### src/rtl/fetch_sequencer_pkg.sv
// Shared definitions for the Minx16 instruction-fetch sequencer: default widths and FSM encoding.
package fetch_sequencer_pkg;

    localparam int unsigned FETCH_AW = 16;
    localparam int unsigned FETCH_DW = 16;
    localparam int unsigned STATE_W  = 3;

    typedef enum logic [STATE_W-1:0] {
        ST_IDLE = 3'd0,
        ST_REQ  = 3'd1,
        ST_WAIT = 3'd2,
        ST_HOLD = 3'd3,
        ST_DROP = 3'd4
    } fetch_state_e;

endpackage

### src/rtl/fetch_sequencer.sv
// Minx16 instruction-fetch controller: drives the external PC, issues one memory read per
// instruction, hands words to decode and squashes fetches on redirect. Optional: FETCH_SINGLE_STEP_EN.
module fetch_sequencer
    import fetch_sequencer_pkg::*;
#(
    parameter int unsigned AW = FETCH_AW,
    parameter int unsigned DW = FETCH_DW
) (
    input  logic          clk,
    input  logic          rst,
`ifdef FETCH_SINGLE_STEP_EN
    input  logic          step,
`endif
    input  logic          run,
    input  logic [AW-1:0] pc_q,
    output logic          pc_ld,
    output logic          pc_inc,
    output logic [AW-1:0] pc_d,
    output logic          mem_req,
    output logic [AW-1:0] mem_addr,
    input  logic          mem_gnt,
    input  logic          mem_rvalid,
    input  logic [DW-1:0] mem_rdata,
    output logic [DW-1:0] ir,
    output logic          ir_valid,
    input  logic          ir_ready,
    input  logic          redirect,
    input  logic [AW-1:0] redirect_addr,
    output logic          busy
);

    fetch_state_e state;
    fetch_state_e state_nxt;
    logic         ir_load;
    logic         ir_clr;
    logic         start;
    logic         cont;

`ifdef FETCH_SINGLE_STEP_EN
    logic step_active;
    logic step_set;
    logic step_clr;

    // A stepped fetch survives redirects and ends only at the next handoff.
    assign start = run | step;
    assign cont  = run & ~step_active;
`else
    assign start = run;
    assign cont  = run;
`endif

    assign pc_d     = redirect_addr;
    assign mem_addr = pc_q;

    // Next-state and PC control; redirect overrides every other transition.
    always_comb begin
        state_nxt = state;
        pc_ld     = 1'b0;
        pc_inc    = 1'b0;
        ir_load   = 1'b0;
        ir_clr    = 1'b0;
`ifdef FETCH_SINGLE_STEP_EN
        step_set  = 1'b0;
        step_clr  = 1'b0;
`endif
        if (!rst) begin
            pc_ld = redirect;
            case (state)
                ST_IDLE: begin
                    if (!redirect && start) begin
                        state_nxt = ST_REQ;
`ifdef FETCH_SINGLE_STEP_EN
                        step_set  = step;
`endif
                    end
                end
                ST_REQ: begin
                    if (mem_gnt) state_nxt = redirect ? ST_DROP : ST_WAIT;
                end
                ST_WAIT: begin
                    if (mem_rvalid) begin
                        if (redirect) begin
                            state_nxt = ST_REQ;
                        end else begin
                            state_nxt = ST_HOLD;
                            ir_load   = 1'b1;
                            pc_inc    = 1'b1;
                        end
                    end else if (redirect) begin
                        state_nxt = ST_DROP;
                    end
                end
                ST_HOLD: begin
                    if (redirect) begin
                        ir_clr    = 1'b1;
                        state_nxt = ST_REQ;
                    end else if (ir_ready) begin
                        ir_clr    = 1'b1;
                        state_nxt = cont ? ST_REQ : ST_IDLE;
`ifdef FETCH_SINGLE_STEP_EN
                        step_clr  = 1'b1;
`endif
                    end
                end
                ST_DROP: begin
                    if (mem_rvalid) state_nxt = ST_REQ;
                end
                default: state_nxt = ST_IDLE;
            endcase
        end
    end

    // State register with state-decoded outputs registered alongside it.
    always_ff @(posedge clk) begin
        if (rst) begin
            state   <= ST_IDLE;
            mem_req <= 1'b0;
            busy    <= 1'b0;
        end else begin
            state   <= state_nxt;
            mem_req <= (state_nxt == ST_REQ);
            busy    <= (state_nxt != ST_IDLE);
        end
    end

    always_ff @(posedge clk) begin
        if (rst) begin
            ir       <= '0;
            ir_valid <= 1'b0;
        end else if (ir_load) begin
            ir       <= mem_rdata;
            ir_valid <= 1'b1;
        end else if (ir_clr) begin
            ir_valid <= 1'b0;
        end
    end

`ifdef FETCH_SINGLE_STEP_EN
    always_ff @(posedge clk) begin
        if (rst) begin
            step_active <= 1'b0;
        end else if (step_set) begin
            step_active <= 1'b1;
        end else if (step_clr) begin
            step_active <= 1'b0;
        end
    end
`endif

endmodule

### config.mk
export PLATFORM = sky130hd
export DESIGN_NAME = fetch_sequencer
export DESIGN_NICKNAME = d
export VERILOG_FILES = /design/src/rtl/fetch_sequencer_pkg.sv /design/src/rtl/fetch_sequencer.sv
export SDC_FILE = /design/constraint.sdc
export NUM_CORES = 1
export LEC_CHECK = 0
export BUFFER_PORTS_ARGS = -buffer_cell sky130_fd_sc_hd__buf_4
export CORE_ASPECT_RATIO = 1.1
export CORE_MARGIN = 2
export CORE_UTILIZATION = 39
export CTS_CLUSTER_DIAMETER = 150
export DETAILED_ROUTE_END_ITERATION = 10
export GPL_TIMING_DRIVEN = 0
export PLACE_DENSITY = 0.9
export SETUP_SLACK_MARGIN = 0.5
export SLEW_MARGIN = 20
export SYNTH_ARGS = -nofsm -noshare
export SYNTH_HDL_FRONTEND = slang
export SYNTH_SLANG_ARGS = --single-unit
### constraint.sdc
create_clock -name clk -period 4.8 [get_ports clk]
set_input_delay 0.96 -clock clk [delete_from_list [all_inputs] [get_ports clk]]
set_output_delay 0.96 -clock clk [all_outputs]
set_load 0.03 [all_outputs]
After elaboration in Yosys (flattened, before gate mapping)
Index checks and enable logic that the tools add are counted.

Output and inout bits: 53. Bits in registers: 22. Input bits: 55. Logic and storage cells: 38.

Eq/ne operators: 5. Reductions and logical operators: 5. Mux-type cells: 23.

Operator list (count): 2-to-1 mux 3 bit (9); one-hot mux 3 bit (5 select lines) (1); 2-to-1 mux 1 bit (12); equality test 3 x 1 -> 1 bit (second input constant) (2); equality test 3 x 2 -> 1 bit (second input constant) (2); equality test 3 bit (second input constant) (1); logical NOT 3 bit (1); nonzero test 3 bit (1); 2-to-1 mux 2 bit (1); nonzero test 2 bit (1); logical AND 1 bit (1); logical NOT 1 bit (1).

Longest topological paths before layout
Depth in word-level cells: 6. Gate-level depth with buffers: 7. Depth with buffers taken out: 4.

Worst setup path after synthesis
No wires, ideal clock.

Path kind: input port to output port. Start point: in mem_rvalid. End point: out pc_inc. Path buffers: 1. Slack: 1828 ps. Cell stages on the path: 4. Arrival: 2012 ps. Data required time: 3840 ps. Cell sequence: nor2b_1 -> nand3_1 -> clkbuf_1 -> nor2_1.

Cells in the longest elaborated chain, start to end: 3.

RTL lines: start: declaration (RTL line fetch_sequencer.sv:22) `input logic mem_rvalid,`; 2-to-1 mux 1 bit (RTL line fetch_sequencer.sv:81) `if (mem_rvalid) begin`; 2-to-1 mux 1 bit (RTL line fetch_sequencer.sv:68) `case (state)`; 2-to-1 mux 1 bit (RTL line fetch_sequencer.sv:66) `if (!rst) begin`; end: declaration (RTL line fetch_sequencer.sv:17) `output logic pc_inc,`.

Every way passes these cells.

Worst setup path after layout
Same ends and word-level chain as after synthesis.

==> metrics.txt <==
outcome completed; Least-Margin Pin Slew 0.4927 ns; cell area power density between 200 and 250 nW/µm²; clock slew at reported path FFs 0.12 ns; Skew-Pair Late Insertion Delay 0.30 ns; Slew Limit Headroom 0.6716; leakage power 0.8618 nW; Clock Skew 0.002524 ns; register area 440.4 µm²; Pint about 0.29 mW; IO buf count 75; Syn Std Cell Area 1157 µm²; CTS Buf Count 3; hpwl dp roughly 2300 µm; Hold Violations, Final 0; Worst Path Required 3.84 ns; post-cts sizing count 0; antenna diode count 0; HP Class register to register; routability-driven placement congestion ratio 0.6914; Initial DRT Pass Iterations 3; crit path max fanout 10; core area 2803 µm²; Layout Cell Area excl Fill 1798 µm²; Gate power share 0.279; TritonCTS clock tree yes; count of final setup violators 0; die height 61.14 µm; Die ar. 3420 µm²; async set-reset flop share out of synthesis 0; dpl cell area 1762 µm²; detailed-route via count 1,156; Clk pwr share 0.252; Pins Over Slew Limit 0; Synthesized Nets 197; first-pass GRT wire length 4333 µm; root buf cell clkbuf_4; setup TNS 0 ns; TritonCTS Sinks 22; Nets 277; Clock Path Buffers 2; post-route DRC violation count 0; filler cell count 270; number of vias per cell 4.551; NetSw 0.1121 mW; postcts setup bufs 0; yosys warns 0; Overflow after GRT 0; antenna-violating nets left 0; final worst slack 1.645 ns; total power 0.3980 mW; Detailed Route WL 2842 µm; die width ~56 µm; #FFs+latches synth 22; critical path launch point type primary input; post-synthesis sequential area ratio 0.3805; post-layout min period 3.155 ns; IO Pins about 110; post-placement worst setup slack around 1.6 ns; drt first-iter violations 8; row cnt 20; initial antenna violation count 0; syn_area_per_cell 8.150 µm²; area delta synth->final 55.35%; Sequential Power Share 0.469; Avg WL per Cell 11.19 µm; Switching Fraction 0.2816; ys flop type dfxtp_1; layout cells sized above 1 0.5385; R2R Setup Slk 3.18 ns; WP data arrival 2.20 ns; met2 usage 0.3095; Setup crit end kind output port; vias in the first global route 1,023; starting density of the core 0.4129; Peak supply drop approximately 0.18 mV; Synth Instances 142; met3 Track Usage GR 0.05252; unrepaired setup endpoints after global routing no; hold buffer count at cts 0; met1 Track Usage GR 0.1695; Total GRT Usage 0.1636; Synth cell types 28; FMAX 0.3169 GHz; CTS H-Tree Depth 1; maxcap violations 0; Setup CP Type primary input to output port; EDFF count, synth 0; GR peak layer met2; largest net degree at the start of global routing 13; multi-input logic area roughly 430 µm²; period utilization 0.6574
Yosys cell counts, types with 2 or more instances:
master,count,area (µm²)
nand2_1,33,123.9
dfxtp_1,22,440.4
nand2b_1,4,25.02
buf_2,2,10.01
and2_1,2,12.51
a21oi_1,17,85.08
nor2_1,3,11.26
nand3b_1,2,15.01
nor2b_1,2,12.51
clkbuf_1,3,11.26
o21ai_0,3,15.01
buf_4,33,247.7
per-layer routing:
metal	up-vias	share of wire
met3	6	0.11
met4	0	0.027
met1	496	0.37
met2	67	0.49
li1	587	-
met5	-	0
kinds of logic (layout without fill, tap and decap cells):
family                    count (synthesis)  in the layout  share of synthesized area
buffers and inverters                    41            120                     0.2486
and+or+nand+nor                          53             53                     0.2173
AOI/OAI and AO/OA                        25             25                     0.1459
DFF                                      22             22                     0.3805
xor gates and xnor gates                  1              1                   0.007569
critical path: stages:
cell	delay, ns
buf_4	0.09
nor2b_1	0.19
nand3_1	0.32
clkbuf_1	0.32
nor2_1	0.15
buf_4	0.17
state kept, by name, indices dropped and copies added, names as in the netlist:
name	cells
ir_valid	1
mem_req	1
state	3
ir	16
busy	1
through the flow:
step	util	hold WS, ns	std cells
4_1_cts	0.6415	0.4644	254
5_1_grt	0.6415	0.4837	254
2_1_floorplan	-	0.5843	142
3_5_place_dp	0.6286	0.4469	250
6_report	0.6415	0.4621	254
3_3_place_gp	0.6286	0.4421	250
final timing paths:
kind / from / endpoint / cells after the start
min: ir[3] / ir[3] / 2
max reg2reg: state[1] / mem_req / 5
min reg2reg: ir[3] / ir[3] / 2
max: mem_rvalid / pc_inc / 6
layout make-up:
class                   count  area share
repair buffers             75      0.3132
multi-input cells          79      0.2387
inverters                   1    0.002088
plain buffers              40      0.1580
clock buffers               4     0.02018
well taps                  33     0.02296
flip-flops and latches     22      0.2450
layout by cell type, fill, tap and decap left out:
cell and n:
a311oi_1 1, nor2_1 3, o21a_1 1, clkbuf_4 3, nand2b_1 4, a21bo_2 1
buf_4 108, nor2b_1 2, a2111oi_2 1, o21ai_0 3, nand4b_1 1, nand3_1 1
or3b_4 1, xor2_1 1, a2111oi_4 1, inv_1 1, clkbuf_1 3, nand3b_1 2
buf_2 2, nand2_1 33, and3_1 1, or4_1 1, buf_1 1, dfxtp_1 22
nor3_1 1, buf_6 1, and2_1 2, a21oi_1 17, nor3b_1 1, clkbuf_8 1
power by group through the flow:
stage | clock network, mW | registers (mW) | logic (mW)
detailed placement | 0 | 0.191 | 0.111
finish | 0.100 | 0.187 | 0.111
global route | 0.116 | 0.187 | 0.117
global placement | 0 | 0.191 | 0.110
CTS | 0.105 | 0.187 | 0.112
floorplan | 0 | 0.195 | 0.0642
Power figures use the tool's default switching activity.
